## src/rtl/cnn_layer_sequencer.sv

```systemverilog
// cnn_layer_sequencer
// Steps one frame through a chain of layer engines (index 0 first) using a
// level start / level done handshake with each engine. Every handshake phase
// is guarded by a timeout, the frame can be cancelled with abort, and the
// number of cycles spent sequencing is reported in frame_cycles.
// All outputs come straight from flops.
module cnn_layer_sequencer #(
  parameter int NUM_LAYERS     = 3,
  parameter int TIMEOUT_CYCLES = 8192,
  parameter int CNT_WIDTH      = 32,
  localparam int LW = (NUM_LAYERS > 1) ? $clog2(NUM_LAYERS) : 1,
  localparam int TW = $clog2(TIMEOUT_CYCLES + 1)
) (
  input  logic                  clk,
  input  logic                  rst_n,
  input  logic                  run,
  input  logic                  abort,
  output logic [NUM_LAYERS-1:0] layer_start,
  input  logic [NUM_LAYERS-1:0] layer_done,
  output logic [LW-1:0]         cur_layer,
  output logic                  busy,
  output logic                  done,
  output logic                  error,
  output logic [CNT_WIDTH-1:0]  frame_cycles
);

  typedef enum logic [2:0] {
    S_IDLE    = 3'd0,
    S_ASSERT  = 3'd1,
    S_WAIT    = 3'd2,
    S_RELEASE = 3'd3,
    S_FINISH  = 3'd4,
    S_FAULT   = 3'd5
  } state_t;

  localparam logic [TW-1:0] TMO_LAST   = TW'(TIMEOUT_CYCLES - 1);
  localparam logic [LW-1:0] LAST_LAYER = LW'(NUM_LAYERS - 1);

  state_t                  state;
  state_t                  state_nxt;
  logic [TW-1:0]           timer;
  logic [TW-1:0]           timer_nxt;
  logic [LW-1:0]           layer_nxt;
  logic [NUM_LAYERS-1:0]   start_nxt;
  logic                    busy_nxt;
  logic                    done_nxt;
  logic                    error_nxt;
  logic [CNT_WIDTH-1:0]    cycles_nxt;

  logic cur_done;
  logic timer_hit;
  logic last_layer;
  logic frame_active;

  // Saturating increment so a very long frame pins at all-ones instead of wrapping.
  function automatic logic [CNT_WIDTH-1:0] sat_inc(input logic [CNT_WIDTH-1:0] v);
    if (&v) return v;
    return v + CNT_WIDTH'(1);
  endfunction

  // Only the currently sequenced engine's done bit is ever looked at.
  assign cur_done     = layer_done[cur_layer];
  assign timer_hit    = (timer == TMO_LAST);
  assign last_layer   = (cur_layer == LAST_LAYER);
  assign frame_active = (state == S_ASSERT) || (state == S_WAIT) || (state == S_RELEASE);

  // State register.
  always_ff @(posedge clk or negedge rst_n) begin
    if (!rst_n) state <= S_IDLE;
    else        state <= state_nxt;
  end

  // Next-state decode; abort outranks every other exit from an in-flight phase.
  always_comb begin
    state_nxt = state;
    case (state)
      S_IDLE: begin
        if (run && !abort) state_nxt = S_ASSERT;
      end
      S_ASSERT: begin
        if (abort) state_nxt = S_IDLE;
        else       state_nxt = S_WAIT;
      end
      S_WAIT: begin
        if (abort)          state_nxt = S_IDLE;
        else if (cur_done)  state_nxt = S_RELEASE;
        else if (timer_hit) state_nxt = S_FAULT;
      end
      S_RELEASE: begin
        if (abort)          state_nxt = S_IDLE;
        else if (!cur_done) state_nxt = last_layer ? S_FINISH : S_ASSERT;
        else if (timer_hit) state_nxt = S_FAULT;
      end
      S_FINISH, S_FAULT: begin
        if (!run) state_nxt = S_IDLE;
      end
      default: state_nxt = S_IDLE;
    endcase
  end

  // Next values of the registered outputs, layer index, phase timer and cycle count.
  always_comb begin
    layer_nxt = cur_layer;
    if ((state == S_IDLE) && (state_nxt == S_ASSERT))
      layer_nxt = '0;
    else if ((state == S_RELEASE) && (state_nxt == S_ASSERT))
      layer_nxt = cur_layer + LW'(1);

    // Timer restarts whenever a handshake phase is freshly entered.
    timer_nxt = '0;
    if ((state_nxt == S_WAIT) || (state_nxt == S_RELEASE)) begin
      if (state_nxt == state) timer_nxt = timer + TW'(1);
      else                    timer_nxt = '0;
    end

    cycles_nxt = frame_cycles;
    if ((state == S_IDLE) && (state_nxt == S_ASSERT))
      cycles_nxt = '0;
    else if (frame_active)
      cycles_nxt = sat_inc(frame_cycles);

    start_nxt = '0;
    if ((state_nxt == S_ASSERT) || (state_nxt == S_WAIT))
      start_nxt = NUM_LAYERS'(1) << layer_nxt;

    busy_nxt  = (state_nxt == S_ASSERT) || (state_nxt == S_WAIT) || (state_nxt == S_RELEASE);
    done_nxt  = (state_nxt == S_FINISH);
    error_nxt = (state_nxt == S_FAULT);
  end

  // Output and bookkeeping registers.
  always_ff @(posedge clk or negedge rst_n) begin
    if (!rst_n) begin
      layer_start  <= '0;
      cur_layer    <= '0;
      busy         <= 1'b0;
      done         <= 1'b0;
      error        <= 1'b0;
      frame_cycles <= '0;
      timer        <= '0;
    end else begin
      layer_start  <= start_nxt;
      cur_layer    <= layer_nxt;
      busy         <= busy_nxt;
      done         <= done_nxt;
      error        <= error_nxt;
      frame_cycles <= cycles_nxt;
      timer        <= timer_nxt;
    end
  end

endmodule
```

## config.mk

```make
export PLATFORM = sky130hd
export DESIGN_NAME = cnn_layer_sequencer
export DESIGN_NICKNAME = d
export VERILOG_FILES = /design/src/rtl/cnn_layer_sequencer.sv
export SDC_FILE = /design/constraint.sdc
export NUM_CORES = 1
export LEC_CHECK = 0
export CORE_MARGIN = 10
export CORE_UTILIZATION = 55
export DETAILED_ROUTE_END_ITERATION = 7
export PLACE_DENSITY = 0.82
export SLEW_MARGIN = 15
export SYNTH_ARGS = -nofsm -noshare
export SYNTH_HDL_FRONTEND = slang
export SYNTH_SLANG_ARGS = --single-unit
```

## constraint.sdc

```tcl
create_clock -name clk -period 2.8 [get_ports clk]
set_input_delay 0.56 -clock clk [delete_from_list [all_inputs] [get_ports clk]]
set_output_delay 0.56 -clock clk [all_outputs]
set_load 0.01 [all_outputs]
```

Yosys cells after proc, flatten, opt, wreduce, memory -nomap -nowiden
Index checks and enable logic that the tools add are counted.

$add $sub $neg: 3. $lt $le $gt $ge: 1. Equality and inequality tests: 14. Shifts and indexed selects: 1. Muxes and demuxes: 23. Reductions and logical operators: 14.

Operator list (count): $mux W32 (3); $add A32 B1 Y32 const B (1); $reduce_and A32 Y1 (1); $mux W14 (2); $mux W3 (9); $pmux W3 S5 (1); $add A14 B1 Y14 const B (1); $eq A14 B13 Y1 const B (1); $eq A3 B2 Y1 const B (4); $eq A3 B3 Y1 const B (4); $eq A3 B1 Y1 const B (2); $mux W2 (3); $logic_or A1 B1 Y1 (5); $mux W1 (4); $eq A3 B3 Y1 (1); $logic_and A1 B1 Y1 (3); $logic_not A3 Y1 (1); $lt A2 B3 Y1 const B (1); $ne A3 B3 Y1 const B (1); $shl A1 B2 Y3 const A (1); $add A2 B1 Y2 const B (1); $bmux W1 S2 (1); $eq A2 B2 Y1 const B (1); $reduce_and A2 Y1 (1); 3 further kinds (3).

Register bits: 57. Input bits: 7. Output and inout port bits: 40. Logic and storage cells: 64.

Logic depth before layout (Yosys ltp)
Gate-level depths: netlist of run 1.

Depth after elaboration: 11. Mapped depth: 9.

Worst setup path after synthesis of run 1
No wires, ideal clock.

Path type: reg2reg. Start point: register timer[0]. End point: register timer[5]. Library setup time: 119 ps. Data arrival time: 1730 ps. Required time: 2681 ps. Slack: 951 ps. Cell stages (with the launch flop): 9. Clock period less this slack: 1849 ps. Cell sequence: dfrtp_1 ha_1 nand4_1 nor4_4 o21ai_2 a21o_4 nand3_4 buf_12 nor2_2.

Longest elaborated chain between the ends: 8.

RTL lines: start, declared (line 41) `logic [TW-1:0] timer;`; start signal, assigned (line 148) `timer <= timer_nxt;`; $eq A14 B13 Y1 (*) (line 63) `assign timer_hit = (timer == TMO_LAST);`; $mux W3 (*) (line 87, 92); $mux W3 (on tied branches) (line 91, 86); $mux W3 (on tied branches) (line 90, 85); $pmux W3 S5 (*) (line 76) `case (state)`; net state_nxt[1] (line 40) `state_t state_nxt;`; $eq A3 B3 Y1 / $eq A3 B2 Y1 (equally long branches) (line 112, 111); $mux W14 / $logic_or A1 B1 Y1 (equally long branches) (line 112, 111); $mux W14 (*) (line 111) `if ((state_nxt == S_WAIT) || (state_nxt == S_RELEASE)) begin`; net timer_nxt[5] (line 42) `logic [TW-1:0] timer_nxt;`.

The timed path passes the listed nets; every way through them passes the cells marked *. A chain may end at the register's enable or synchronous reset.

Final worst setup path of run 1
Start point: register frame_cycles[0]. End point: register frame_cycles[19].

Longest elaborated chain between the ends: 6.

RTL lines: start, declared (line 24) `output logic [CNT_WIDTH-1:0] frame_cycles`; start signal, assigned (line 147) `frame_cycles <= cycles_nxt;`; branches (longest 6 deep; another with $add A32 B1 Y32).

Parallel ways; which one is timed is not known. The select of a mux whose other input is x is not followed.

==> PnR_summary.wiki, run 1 <==
{| class="wikitable"
! Metric !! Value
|-
| Status || completed
|-
| Measured slew at the worst slew-check pin || between 0.5 and 0.6 ns
|-
| Max-slew violations || 0
|-
| Max stage delay on crit path || approximately 0.50 ns
|-
| Final RePlAce weighted congestion || approximately 0.9
|-
| Reg-to-reg setup timing slack || between 0.6 and 0.7 ns
|-
| Part of the Yosys area used for sequential elements || around 45%
|-
| Vias post-DR || about 2,600
|-
| Master of the slowest instance on the critical path || sky130_fd_sc_hd__or4b_1
|-
| Power Density || about 620 nW/µm²
|-
| Hold buffer count at cts || 0
|-
| Startpoint type of the worst setup path || flop
|-
| Post-synthesis average cell area || around 10 µm²
|-
| Critical Path Fanout Max || 11
|-
| Post-synthesis cell type count || 61
|-
| # rows || 27
|-
| DP Wirelength || ~5100 µm
|-
| Detail-routed via count per cell || between 5 and 6
|-
| Fill count || around 450
|-
| Total routed wirelength || slightly above 7000 µm
|-
| All-layer global routing usage || 16.70%
|-
| Async set-reset flop share out of synthesis || 100.0%
|-
| RSZ-0062 raised after global routing || false
|-
| Clk sinks || 57
|-
| Cells after synthesis || about 320
|-
| H-tree depth || 3
|-
| Post-route setup TNS || 0 ns
|-
| Layout area overhead || 22.40%
|-
| Classification of the worst setup path || flop to flop
|-
| Post-layout nets || 382
|-
| Type of destination of the critical path || flop
|-
| TritonCTS clock tree || built
|-
| Crit path buffers/inverters || 1
|-
| Count of flip-flops with a built-in enable after synthesis || 0
|-
| IO buf count || 46
|-
| First-pass GRT wire length || 12,250 µm
|-
| Maximum number of pins on one net before global-route repair || 58
|-
| Family of cells with the greatest summed delay on the critical path || simple AND/OR/NAND/NOR gates
|-
| Number of diodes added for antenna fixing || 0
|-
| Remaining antenna violation count after routing || 0
|-
| Terminus of the critical flop-to-flop path || frame_cycles[19]
|-
| Slew margin rel. || 65.00%
|-
| Core area || between 5000 and 6000 µm²
|-
| Number of instances in the placed design || 433
|-
| Non-filler instance count after layout || 449
|-
| Fraction of final layout cells with drive strength greater than 1 || between 10% and 20%
|-
| Die footprint || 9245 µm²
|-
| Hold violation total from the final report || 0
|-
| Share of the cycle needed by the critical path after routing || about 77%
|-
| Synth warn || 0
|-
| Ordered list of cells on the worst path || ha_1 > and4_1 > nand2_1 > nor4_2 > buf_4 > or4b_1 > xor2_1 > nor2_1
|-
| Ys flop type || sky130_fd_sc_hd__dfrtp_1
|-
| Detail-routed net length per standard cell || 15.98 µm
|-
| Arrival time worst endpoint || between 2 and 2.5 ns
|-
| Post-CTS setup repair buffer count || 0
|-
| Startpoint of the most critical register-to-register path || frame_cycles[0]
|-
| Leakage || between 1.5 and 2 nW
|-
| Depth of the worst register-to-register path || 8
|-
| Initial antenna violation count || 0
|-
| Max Root-Sink Buffers || 2
|-
| Top achievable clock speed || approximately 0.46 GHz
|-
| Via count of the first global-routing pass || between 2,000 and 3,000
|-
| Quantity of gates resized following cts || 0
|-
| Max-cap viol count || 0
|-
| Number of remaining DRC errors || 0
|-
| Post-CTS clock slew at the launch and capture registers of the worst setup and hold paths || ~0.070 ns
|-
| Number of setup violations in the final report || 0
|-
| Die outline height || slightly below 100 µm
|-
| Initial DRC count || ~150
|-
| Data required time of the critical path || 3.01 ns
|-
| Peak VDD IR || 0.0004140 V
|-
| IO Pins || between 40 and 50
|-
| Cell Area, Synth || between 3000 and 4000 µm²
|-
| Flop and latch count out of synthesis || 57
|-
| Worst setup skew after layout || 0.01038 ns
|-
| Starting utilization of the core area || 57.22%
|-
| First-pass detailed-route iteration total || 4
|-
| Worst min path class || input pin to async pin
|-
| Shortest clock period the worst path allows after layout || between 2 and 2.5 ns
|-
| Number of CTS-inserted buffers || 9
|-
| Later-pin clock latency in the skew report || 0.34 ns
|-
| GR Overflow Total || 0
|-
| Syn_nets || approximately 330
|-
| DIE WIDTH || approximately 96 µm
|-
| Buffer type at the clock tree root || sky130_fd_sc_hd__clkbuf_8
|}
==> metrics by stage <==
step           utilization [%]  hold WS, ns  instance area, µm²  power [mW]  setup WS (ns)
2_1_floorplan                -       0.2644                3189       1.396         0.9511
3_3_place_gp             66.26       0.4836                3694       1.587         0.5583
3_5_place_dp             66.26       0.4961                3694       1.603         0.5120
4_1_cts                  70.03       0.2118                3904       2.440         0.6549
5_1_grt                  70.03       0.2328                3904       2.545         0.5387
6_report                 70.03       0.2072                3904       2.429         0.6488
==> where the power goes <==
part / switching, mW / internal (mW) / total [mW] / leakage, nW
clock: 0.347 / 0.496 / 0.843 / 0.106
sequential: 0.109 / 0.884 / 0.993 / 0.788
combinational: 0.328 / 0.265 / 0.593 / 0.671
==> worst reg2reg max path, stage by stage (launching register included) <==
cell	delay, ns
sky130_fd_sc_hd__dfrtp_1	0.44
sky130_fd_sc_hd__ha_1	0.26
sky130_fd_sc_hd__and4_1	0.27
sky130_fd_sc_hd__nand2_1	0.12
sky130_fd_sc_hd__nor4_2	0.04
sky130_fd_sc_hd__buf_4	0.19
sky130_fd_sc_hd__or4b_1	0.50
sky130_fd_sc_hd__xor2_1	0.14
sky130_fd_sc_hd__nor2_1	0.06
==> worst max path at each step <==
stage                          from  slack, ns  cells past startpoint          endpoint
global route        frame_cycles[0]       0.54                      8  frame_cycles[19]
finish              frame_cycles[0]       0.65                      8  frame_cycles[19]
floorplan                  timer[0]       0.95                      8          timer[5]
detailed placement    layer_done[1]       0.51                      7    layer_start[0]
global placement      layer_done[1]       0.56                      7          timer[3]
CTS                 frame_cycles[0]       0.65                      8  frame_cycles[19]
==> flip-flops by register name (all words and copies together), names as in the netlist <==
register / cells
frame_cycles: 32
timer: 14
layer_start: 3
state: 3
cur_layer: 2
busy: 1
done: 1
error: 1
==> per-layer routing <==
metal | up-vias | track usage (%) | wire length (µm)
li1 | 1231 | - | -
met1 | 1244 | 20.58 | 3048
met2 | 71 | 27.41 | 3562
met3 | 7 | 3.502 | 494
met4 | 0 | 7.740 | 68
met5 | - | 0 | 0
==> synth_stat cells, types with 3 or more instances <==
| cell type | count | area (µm²) |
|---|---|---|
| sky130_fd_sc_hd__nand4_2 | 3 | 37.54 |
| sky130_fd_sc_hd__nand3_1 | 14 | 70.07 |
| sky130_fd_sc_hd__and4_1 | 7 | 61.31 |
| sky130_fd_sc_hd__a21oi_1 | 9 | 45.04 |
| sky130_fd_sc_hd__nor3_1 | 13 | 65.06 |
| sky130_fd_sc_hd__inv_1 | 11 | 41.29 |
| sky130_fd_sc_hd__nor2_2 | 10 | 62.56 |
| sky130_fd_sc_hd__nand4_1 | 10 | 62.56 |
| sky130_fd_sc_hd__mux2i_1 | 7 | 70.07 |
| sky130_fd_sc_hd__xor2_1 | 7 | 61.31 |
| sky130_fd_sc_hd__dfrtp_1 | 57 | 1426 |
| sky130_fd_sc_hd__xnor2_1 | 26 | 227.7 |
| sky130_fd_sc_hd__o211ai_1 | 3 | 22.52 |
| sky130_fd_sc_hd__or3_1 | 6 | 37.54 |
| sky130_fd_sc_hd__nor2_1 | 40 | 150.1 |
| sky130_fd_sc_hd__buf_2 | 3 | 15.01 |
| sky130_fd_sc_hd__ha_1 | 3 | 37.54 |
| sky130_fd_sc_hd__o21ai_0 | 7 | 35.03 |
| sky130_fd_sc_hd__nor4_1 | 3 | 18.77 |
| sky130_fd_sc_hd__and3_1 | 3 | 18.77 |
| sky130_fd_sc_hd__nand2_1 | 27 | 101.4 |
| sky130_fd_sc_hd__buf_6 | 3 | 33.78 |
==> area by class of cell <==
class / instances / area (µm²) / area share (%)
Clock inverter: 6 / 82.58 / 2.115
Multi-Input combinational cell: 243 / 1638 / 41.96
Inverter: 11 / 41.29 / 1.058
Timing Repair Buffer: 50 / 498.0 / 12.76
Clock buffer: 10 / 127.6 / 3.269
Tap cell: 72 / 90.09 / 2.308
Sequential cell: 57 / 1426 / 36.54
==> logic make-up after synthesis <==
group | Yosys count | synth area share, %
buf+inv | 21 | 3.923
fa+ha+maj | 3 | 1.177
simple gates | 160 | 29.11
xor+xnor | 33 | 9.062
mux | 7 | 2.197
compound gates | 40 | 9.808
flops | 57 | 44.72
==> cells in the final DEF, fill, tap and decap left out, drive strengths merged, types with 10 or more instances in the layout <==
| cell | count |
|---|---|
| nor3 | 16 |
| nor2 | 51 |
| nand3 | 16 |
| xnor2 | 26 |
| clkdlybuf4s50 | 45 |
| o21ai | 10 |
| inv | 11 |
| nand4 | 13 |
| dfrtp | 57 |
| clkbuf | 10 |
| nand2 | 27 |
No activity file was read; power rests on OpenSTA's default activity.
==> inputs of run 2 (changes only) <==
Settings changed: CORE_UTILIZATION 55 to 54, PLACE_DENSITY 0.82 to 0.8.
Clock period 2.8 ns to 2.05 ns, I/O delays scaled along.
==> run 2 against run 1 <==
Sequential power up 32%. Fmax up 10%. Total power up 34%. Critical path depth down 1. Sequential share of layout area down 2.1 points. Core utilization up 3.9 points. Flip-flop and latch count unchanged. Non-clock buffer count up 30.
==> PnR_summary.wiki, run 2 (synthesis results as in run 1) <==
{| class="wikitable"
! Metric !! Value
|-
| Total routed wirelength || 7256 µm (was 7174 µm)
|-
| Post-route cell area || 4144 µm² (was 3904 µm²)
|-
| All-layer global routing usage || 15.45% (was 16.70%)
|-
| Total met3 wirelength after detailed routing || 367 µm (was 494 µm)
|-
| Power Density || 786.5 nW/µm² (was 622.2 nW/µm²)
|-
| Placed standard-cell area || 3944 µm² (was 3694 µm²)
|-
| Worst setup skew after layout || 0.007260 ns (was 0.01038 ns)
|-
| Core area || 5608 µm² (was 5574 µm²)
|-
| Worst min path class || input pin to async pin (unchanged)
|-
| Crit path from || frame_cycles[0] (unchanged)
|-
| Number of remaining DRC errors || 0 (unchanged)
|-
| Maximum number of pins on one net before global-route repair || 58 (unchanged)
|-
| Die footprint || 9380 µm² (was 9245 µm²)
|-
| Terminus of the critical flop-to-flop path || frame_cycles[12] (was frame_cycles[19])
|-
| Top achievable clock speed || 0.5116 GHz (was 0.4649 GHz)
|-
| Final RePlAce weighted congestion || 0.9484 (was 0.9030)
|-
| Number of CTS-inserted buffers || 9 (unchanged)
|-
| Post-CTS clock slew at the launch and capture registers of the worst setup and hold paths || 0.06 ns (was 0.07 ns)
|-
| Worst hold margin || 0.07923 ns (was 0.2072 ns)
|-
| Largest register FFs || 32 (unchanged)
|-
| Data required time of the critical path || 2.29 ns (was 3.01 ns)
|-
| Buffer type at the clock tree root || sky130_fd_sc_hd__clkbuf_8 (unchanged)
|-
| Startpoint of the most critical register-to-register path || frame_cycles[0] (unchanged)
|-
| Hold buffer count at cts || 0 (unchanged)
|-
| Most frequent standard cell in the layout excluding fill and tap cells || sky130_fd_sc_hd__dfrtp_1 (unchanged)
|-
| Status || completed (unchanged)
|-
| Critical Path Fanout Max || 9 (was 11)
|-
| Initial antenna violation count || 0 (unchanged)
|-
| Slew margin rel. || 70.40% (was 65.00%)
|-
| Max-slew violations || 0 (unchanged)
|-
| Clk pwr share || 29.1% (was 34.7%)
|-
| Fill count || 417 (was 447)
|-
| Sequential group share of total power || 40.2% (was 40.9%)
|-
| Arrival time worst endpoint || 2.20 ns (was 2.36 ns)
|-
| Largest registers || frame_cycles (32), timer (14) (unchanged)
|-
| Peak VDD IR || 0.0005465 V (was 0.0004140 V)
|-
| Detail-routed via count per cell || 5.611 (was 5.686)
|-
| First-pass detailed-route iteration total || 4 (unchanged)
|-
| Met1 wire length || 3191 µm (was 3048 µm)
|-
| IO Pins || 47 (unchanged)
|-
| Register name with the most flops || frame_cycles (unchanged)
|-
| Power after layout || 3.259 mW (was 2.429 mW)
|-
| TritonCTS clock tree || built (unchanged)
|-
| First-pass GRT wire length || 12,460 µm (was 12,250 µm)
|-
| Vias post-DR || 2,682 (was 2,553)
|-
| Startpoint type of the worst setup path || flop (unchanged)
|-
| Leading cell types in the layout, fill and taps excluded || sky130_fd_sc_hd__dfrtp_1, sky130_fd_sc_hd__clkdlybuf4s50_1, sky130_fd_sc_hd__nor2_1 (unchanged)
|-
| Top layer reached by signal wires || met4 (unchanged)
|-
| Initial DRC count || 159 (was 145)
|-
| Die outline height || 96.85 µm (was 96.15 µm)
|-
| Number of setup violations in the final report || 0 (unchanged)
|-
| # rows || 27 (unchanged)
|-
| DP Wirelength || 5340 µm (was 5148 µm)
|-
| Number of diodes added for antenna fixing || 0 (unchanged)
|-
| GR Overflow Total || 0 (unchanged)
|-
| Via count of the first global-routing pass || 2,569 (unchanged)
|-
| Later-pin clock latency in the skew report || 0.33 ns (was 0.34 ns)
|-
| Master of the slowest instance on the critical path || sky130_fd_sc_hd__dfrtp_1 (was sky130_fd_sc_hd__or4b_1)
|-
| Logic gate share of total power || 30.7% (was 24.4%)
|-
| Worst setup path end || frame_cycles[12] (was frame_cycles[19])
|-
| Max Root-Sink Buffers || 2 (unchanged)
|-
| Remaining antenna violation count after routing || 0 (unchanged)
|-
| Routed wire length on met2 || 3604 µm (was 3562 µm)
|-
| DIE WIDTH || 96.85 µm (was 96.15 µm)
|-
| Classification of the worst setup path || flop to flop (unchanged)
|-
| Starting utilization of the core area || 56.87% (was 57.22%)
|-
| Ordered list of cells on the worst path || ha_1 > and4_4 > and4_4 > o31ai_4 > buf_4 > or3_1 > a21oi_1 (was ha_1 > and4_1 > nand2_1 > nor4_2 > buf_4 > or4b_1 > xor2_1 > nor2_1)
|-
| Measured slew at the worst slew-check pin || 0.4410 ns (was 0.5245 ns)
|-
| Area of the multi-input gates || 1657 µm² (was 1638 µm²)
|-
| Type of destination of the critical path || flop (unchanged)
|-
| Fraction of final layout cells with drive strength greater than 1 || 21.92% (was 14.59%)
|-
| Switch Pwr || 1.051 mW (was 0.7832 mW)
|-
| Cell internal pwr || 2.209 mW (was 1.646 mW)
|-
| Leakage || 1.720 nW (was 1.564 nW)
|-
| Depth of the worst register-to-register path || 7 (was 8)
|-
| Clk sinks || 57 (unchanged)
|-
| IO buf count || 46 (unchanged)
|-
| Shortest clock period the worst path allows after layout || 1.955 ns (was 2.151 ns)
|-
| H-tree depth || 3 (unchanged)
|-
| Hold violation total from the final report || 0 (unchanged)
|-
| Max-cap viol count || 0 (unchanged)
|-
| Post-layout nets || 412 (was 382)
|-
| Register area || 1428 µm² (was 1426 µm²)
|-
| Reg-to-reg setup timing slack || 0.1 ns (was 0.65 ns)
|-
| Layout area overhead || 29.93% (was 22.40%)
|-
| Detail-routed net length per standard cell || 15.18 µm (was 15.98 µm)
|-
| Max stage delay on crit path || 0.36 ns (was 0.50 ns)
|-
| Share of the cycle needed by the critical path after routing || 95.35% (was 76.83%)
|-
| Most repeated library cell on the critical path || sky130_fd_sc_hd__and4_4
|-
| Proportion of total power due to net switching || 32.24% (was 32.25%)
|-
| RSZ-0062 raised after global routing || false (unchanged)
|-
| Post-route setup TNS || 0 ns (unchanged)
|}
-- run 2: changes by cell type in the layout (fill, tap and decap cells not counted), sizes merged --
cell / before / now
clkinvlp: 1 / 0
clkbuf: 10 / 12
bufinv: 2 / 0
buf: 5 / 35
-- run 2: cell type report --
class                           count  area share, %
Inverter                           11         0.9964
Tap cell                           72          2.174
Timing Repair Buffer               80          18.06
Clock inverter                      3         0.3623
Multi-Input combinational cell    243          39.98
Clock buffer                       12          3.986
Sequential cell                    57          34.45
-- run 2: worst max-delay path: cells and delay by family, from the launching register on --
family / cells / cell delay, ns
simple gates: 3 / 0.85
flops: 1 / 0.36
compound gates: 2 / 0.27
fa+ha+maj: 1 / 0.21
buf+inv: 1 / 0.17
-- run 2: worst min-delay path by stage --
stage	slack [ns]	end	from
floorplan	0.11	busy	rst_n
CTS	0.08	frame_cycles[16]	rst_n
finish	0.08	frame_cycles[16]	rst_n
global route	0.09	frame_cycles[16]	rst_n
detailed placement	0.44	frame_cycles[16]	rst_n
global placement	0.43	frame_cycles[10]	rst_n
-- run 2: power groups by stage --
stage,clock network (mW),registers (mW),logic (mW)
floorplan,0,1.34,0.568
global placement,0,1.32,0.982
detailed placement,0,1.32,1.00
CTS,0.973,1.30,1.01
global route,1.02,1.32,1.09
finish,0.949,1.31,1.00
-- run 2: repair_timing --
action	4_1_cts	5_1_grt
endpoints found under the hold margin	0	0
resized for setup	0	6
buffers inserted	0	0
endpoints found under the setup margin	0	13
-- run 2: metrics by stage --
stage | utilization [%] | setup slack, ns | cells
2_1_floorplan | - | 0.2011 | 321
3_3_place_gp | 70.33 | -0.03224 | 463
3_5_place_dp | 70.33 | -0.09469 | 463
4_1_cts | 73.54 | 0.05330 | 478
5_1_grt | 73.90 | 0.01229 | 478
6_report | 73.90 | 0.09530 | 478
-- run 2: layer usage --
metal | vias to the layer above | GRT usage (%)
li1 | 1294 | -
met1 | 1326 | 18.73
met2 | 53 | 25.00
met3 | 9 | 4.968
met4 | 0 | 5.524
met5 | - | 0
==> inputs of run 3 (changes only) <==
Settings changed: CORE_MARGIN 10 to unset, HOLD_SLACK_MARGIN set to 0.03.
==> run 3 against run 2 <==
Wire length down 2.2%. Non-clock buffer count down 2. Die area down 34%. Final cell count down 0.21%.
==> PnR_summary.wiki, run 3 (synthesis results as in run 1) <==
{| class="wikitable"
! Metric !! Value
|-
| Hold buffer count at cts || 0 (unchanged)
|-
| Maximum number of pins on one net before global-route repair || 58 (unchanged)
|-
| IO Pins || 47 (unchanged)
|-
| RSZ-0062 raised after global routing || true (was false)
|-
| Max stage delay on crit path || 0.35 ns (was 0.36 ns)
|-
| IO buf count || 46 (unchanged)
|-
| Setup slack after placement || -0.1027 ns (was -0.09469 ns)
|-
| Ordered list of cells on the worst path || ha_1 > and4_2 > and4_4 > o31ai_4 > buf_4 > or3_1 > a21oi_2 (was ha_1 > and4_4 > and4_4 > o31ai_4 > buf_4 > or3_1 > a21oi_1)
|-
| Post-CTS setup repair buffer count || 0 (unchanged)
|-
| Vias post-DR || 2,661 (was 2,682)
|-
| Largest register FFs || 32 (unchanged)
|-
| Depth of the worst register-to-register path || 7 (unchanged)
|-
| Largest registers || frame_cycles (32), timer (14) (unchanged)
|-
| Leading cell types in the layout, fill and taps excluded || sky130_fd_sc_hd__dfrtp_1, sky130_fd_sc_hd__clkdlybuf4s50_1, sky130_fd_sc_hd__nor2_1 (unchanged)
|-
| Hold violation total from the final report || 0 (unchanged)
|-
| # rows || 27 (unchanged)
|-
| Clk sinks || 57 (unchanged)
|-
| Data required time of the critical path || 2.32 ns (was 2.29 ns)
|-
| Post-CTS clock slew at the launch and capture registers of the worst setup and hold paths || 0.07 ns (was 0.06 ns)
|-
| Starting utilization of the core area || 56.87% (unchanged)
|-
| Startpoint of the most critical register-to-register path || frame_cycles[0] (unchanged)
|-
| Top achievable clock speed || 0.5130 GHz (was 0.5116 GHz)
|-
| Layout area overhead || 29.89% (was 29.93%)
|-
| Later-pin clock latency in the skew report || 0.34 ns (was 0.33 ns)
|-
| TritonCTS clock tree || built (unchanged)
|-
| Worst-case setup margin in the final layout || 0.1008 ns (was 0.09530 ns)
|-
| Register area || 1426 µm² (was 1428 µm²)
|-
| GR Overflow Total || 0 (unchanged)
|-
| DIE WIDTH || 78.85 µm (was 96.85 µm)
|-
| Shortest clock period the worst path allows after layout || 1.949 ns (was 1.955 ns)
|-
| Detail-routed net length per standard cell || 14.87 µm (was 15.18 µm)
|-
| Detail-routed via count per cell || 5.579 (was 5.611)
|-
| Classification of the worst setup path || flop to flop (unchanged)
|-
| Critical Path Fanout Max || 8 (was 9)
|-
| Power Density || 800.7 nW/µm² (was 786.5 nW/µm²)
|-
| Measured slew at the worst slew-check pin || 0.4603 ns (was 0.4410 ns)
|-
| Worst setup skew after layout || 0.007325 ns (was 0.007260 ns)
|-
| Share of the cycle needed by the critical path after routing || 95.08% (was 95.35%)
|-
| H-tree depth || 3 (unchanged)
|-
| Status || completed (unchanged)
|-
| Number of setup violations in the final report || 0 (unchanged)
|-
| DP Wirelength || 4710 µm (was 5340 µm)
|-
| Via count of the first global-routing pass || 2,560 (was 2,569)
|-
| Leakage || 1.731 nW (was 1.720 nW)
|-
| Buffer type at the clock tree root || sky130_fd_sc_hd__clkbuf_8 (unchanged)
|-
| Worst min path class || input pin to async pin (unchanged)
|-
| Remaining antenna violation count after routing || 0 (unchanged)
|-
| Max Root-Sink Buffers || 2 (unchanged)
|-
| Initial DRC count || 126 (was 159)
|-
| First-pass detailed-route iteration total || 4 (unchanged)
|-
| All-layer global routing usage || 25.01% (was 15.45%)
|-
| Power after layout || 3.317 mW (was 3.259 mW)
|-
| Max-slew violations || 0 (unchanged)
|-
| Slew margin rel. || 69.03% (was 70.40%)
|-
| Number of CTS-inserted buffers || 9 (unchanged)
|-
| Core area || 5608 µm² (unchanged)
|-
| Reg-to-reg setup timing slack || 0.10 ns (was 0.1 ns)
|-
| Max-cap viol count || 0 (unchanged)
|-
| Master of the slowest instance on the critical path || sky130_fd_sc_hd__dfrtp_1 (unchanged)
|-
| Total routed wirelength || 7093 µm (was 7256 µm)
|-
| Fill count || 407 (was 417)
|-
| Post-layout nets || 410 (was 412)
|-
| Area of the multi-input gates || 1669 µm² (was 1657 µm²)
|-
| First-pass GRT wire length || 11,880 µm (was 12,460 µm)
|-
| Terminus of the critical flop-to-flop path || frame_cycles[14] (was frame_cycles[12])
|-
| Quantity of gates resized following cts || 0 (unchanged)
|-
| Final RePlAce weighted congestion || 0.9015 (was 0.9484)
|-
| Most frequent standard cell in the layout excluding fill and tap cells || sky130_fd_sc_hd__dfrtp_1 (unchanged)
|-
| Register name with the most flops || frame_cycles (unchanged)
|-
| Arrival time worst endpoint || 2.22 ns (was 2.20 ns)
|-
| Initial antenna violation count || 0 (unchanged)
|-
| Peak VDD IR || 0.0004966 V (was 0.0005465 V)
|-
| Fraction of final layout cells with drive strength greater than 1 || 21.73% (was 21.92%)
|-
| Type of destination of the critical path || flop (unchanged)
|-
| Die outline height || 78.85 µm (was 96.85 µm)
|-
| Startpoint type of the worst setup path || flop (unchanged)
|-
| Die footprint || 6217 µm² (was 9380 µm²)
|-
| Number of remaining DRC errors || 0 (unchanged)
|-
| Number of diodes added for antenna fixing || 0 (unchanged)
|}
==> run 3: how the worst max path moves through the flow <==
| stage | startpoint | end | slack [ns] | depth (start not counted) |
|---|---|---|---|---|
| floorplan | timer[0] | timer[5] | 0.20 | 8 |
| global placement | layer_done[1] | layer_start[0] | -0.1 | 8 |
| detailed placement | layer_done[1] | layer_start[0] | -0.10 | 8 |
| CTS | frame_cycles[28] | frame_cycles[2] | 0.05 | 7 |
| global route | frame_cycles[12] | frame_cycles[4] | -0.06 | 7 |
| finish | frame_cycles[0] | frame_cycles[14] | 0.10 | 7 |
==> run 3: worst max-delay path, delay by kind of cell, from the launching register on <==
| family | cells | cell delay, ns |
|---|---|---|
| and+or+nand+nor | 3 | 0.90 |
| AOI/OAI and AO/OA | 2 | 0.25 |
| DFF | 1 | 0.35 |
| buffers and inverters | 1 | 0.18 |
| adders and majority gates | 1 | 0.19 |
==> run 3: final cells by class <==
| class | instances | area share, % |
|---|---|---|
| Clock buffer | 10 | 3.322 |
| Inverter | 11 | 0.9967 |
| Tap cell | 72 | 2.175 |
| Sequential cell | 57 | 34.43 |
| Clock inverter | 6 | 1.389 |
| Timing Repair Buffer | 78 | 17.40 |
| Multi-Input combinational cell | 243 | 40.29 |
==> run 3: report_power, final <==
part           internal (mW)  switching [mW]
combinational          0.455           0.516
sequential              1.21          0.0913
clock                  0.585           0.462
total                   2.25            1.07
==> run 3: routing by layer <==
| layer | vias to the layer above | track usage, % | routed length (µm) |
|---|---|---|---|
| met4 | 0 | 12.00 | 191 |
| met2 | 92 | 41.22 | 3557 |
| met1 | 1265 | 30.68 | 2992 |
| met5 | - | 0 | 0 |
| met3 | 21 | 6.322 | 352 |
| li1 | 1283 | - | - |
==> run 3: per-stage QoR <==
step / utilization, % / hold slack (ns) / std cells / instance area, µm² / setup TNS (ns)
2_1_floorplan: - / 0.1144 / 321 / 3189 / 0
3_5_place_dp: 69.83 / 0.4318 / 461 / 3916 / -0.3949
3_3_place_gp: 69.83 / 0.4315 / 461 / 3916 / -0.09782
5_1_grt: 73.87 / 0.08432 / 477 / 4143 / -0.1851
6_report: 73.87 / 0.05773 / 477 / 4143 / 0
4_1_cts: 73.32 / 0.06603 / 477 / 4111 / 0
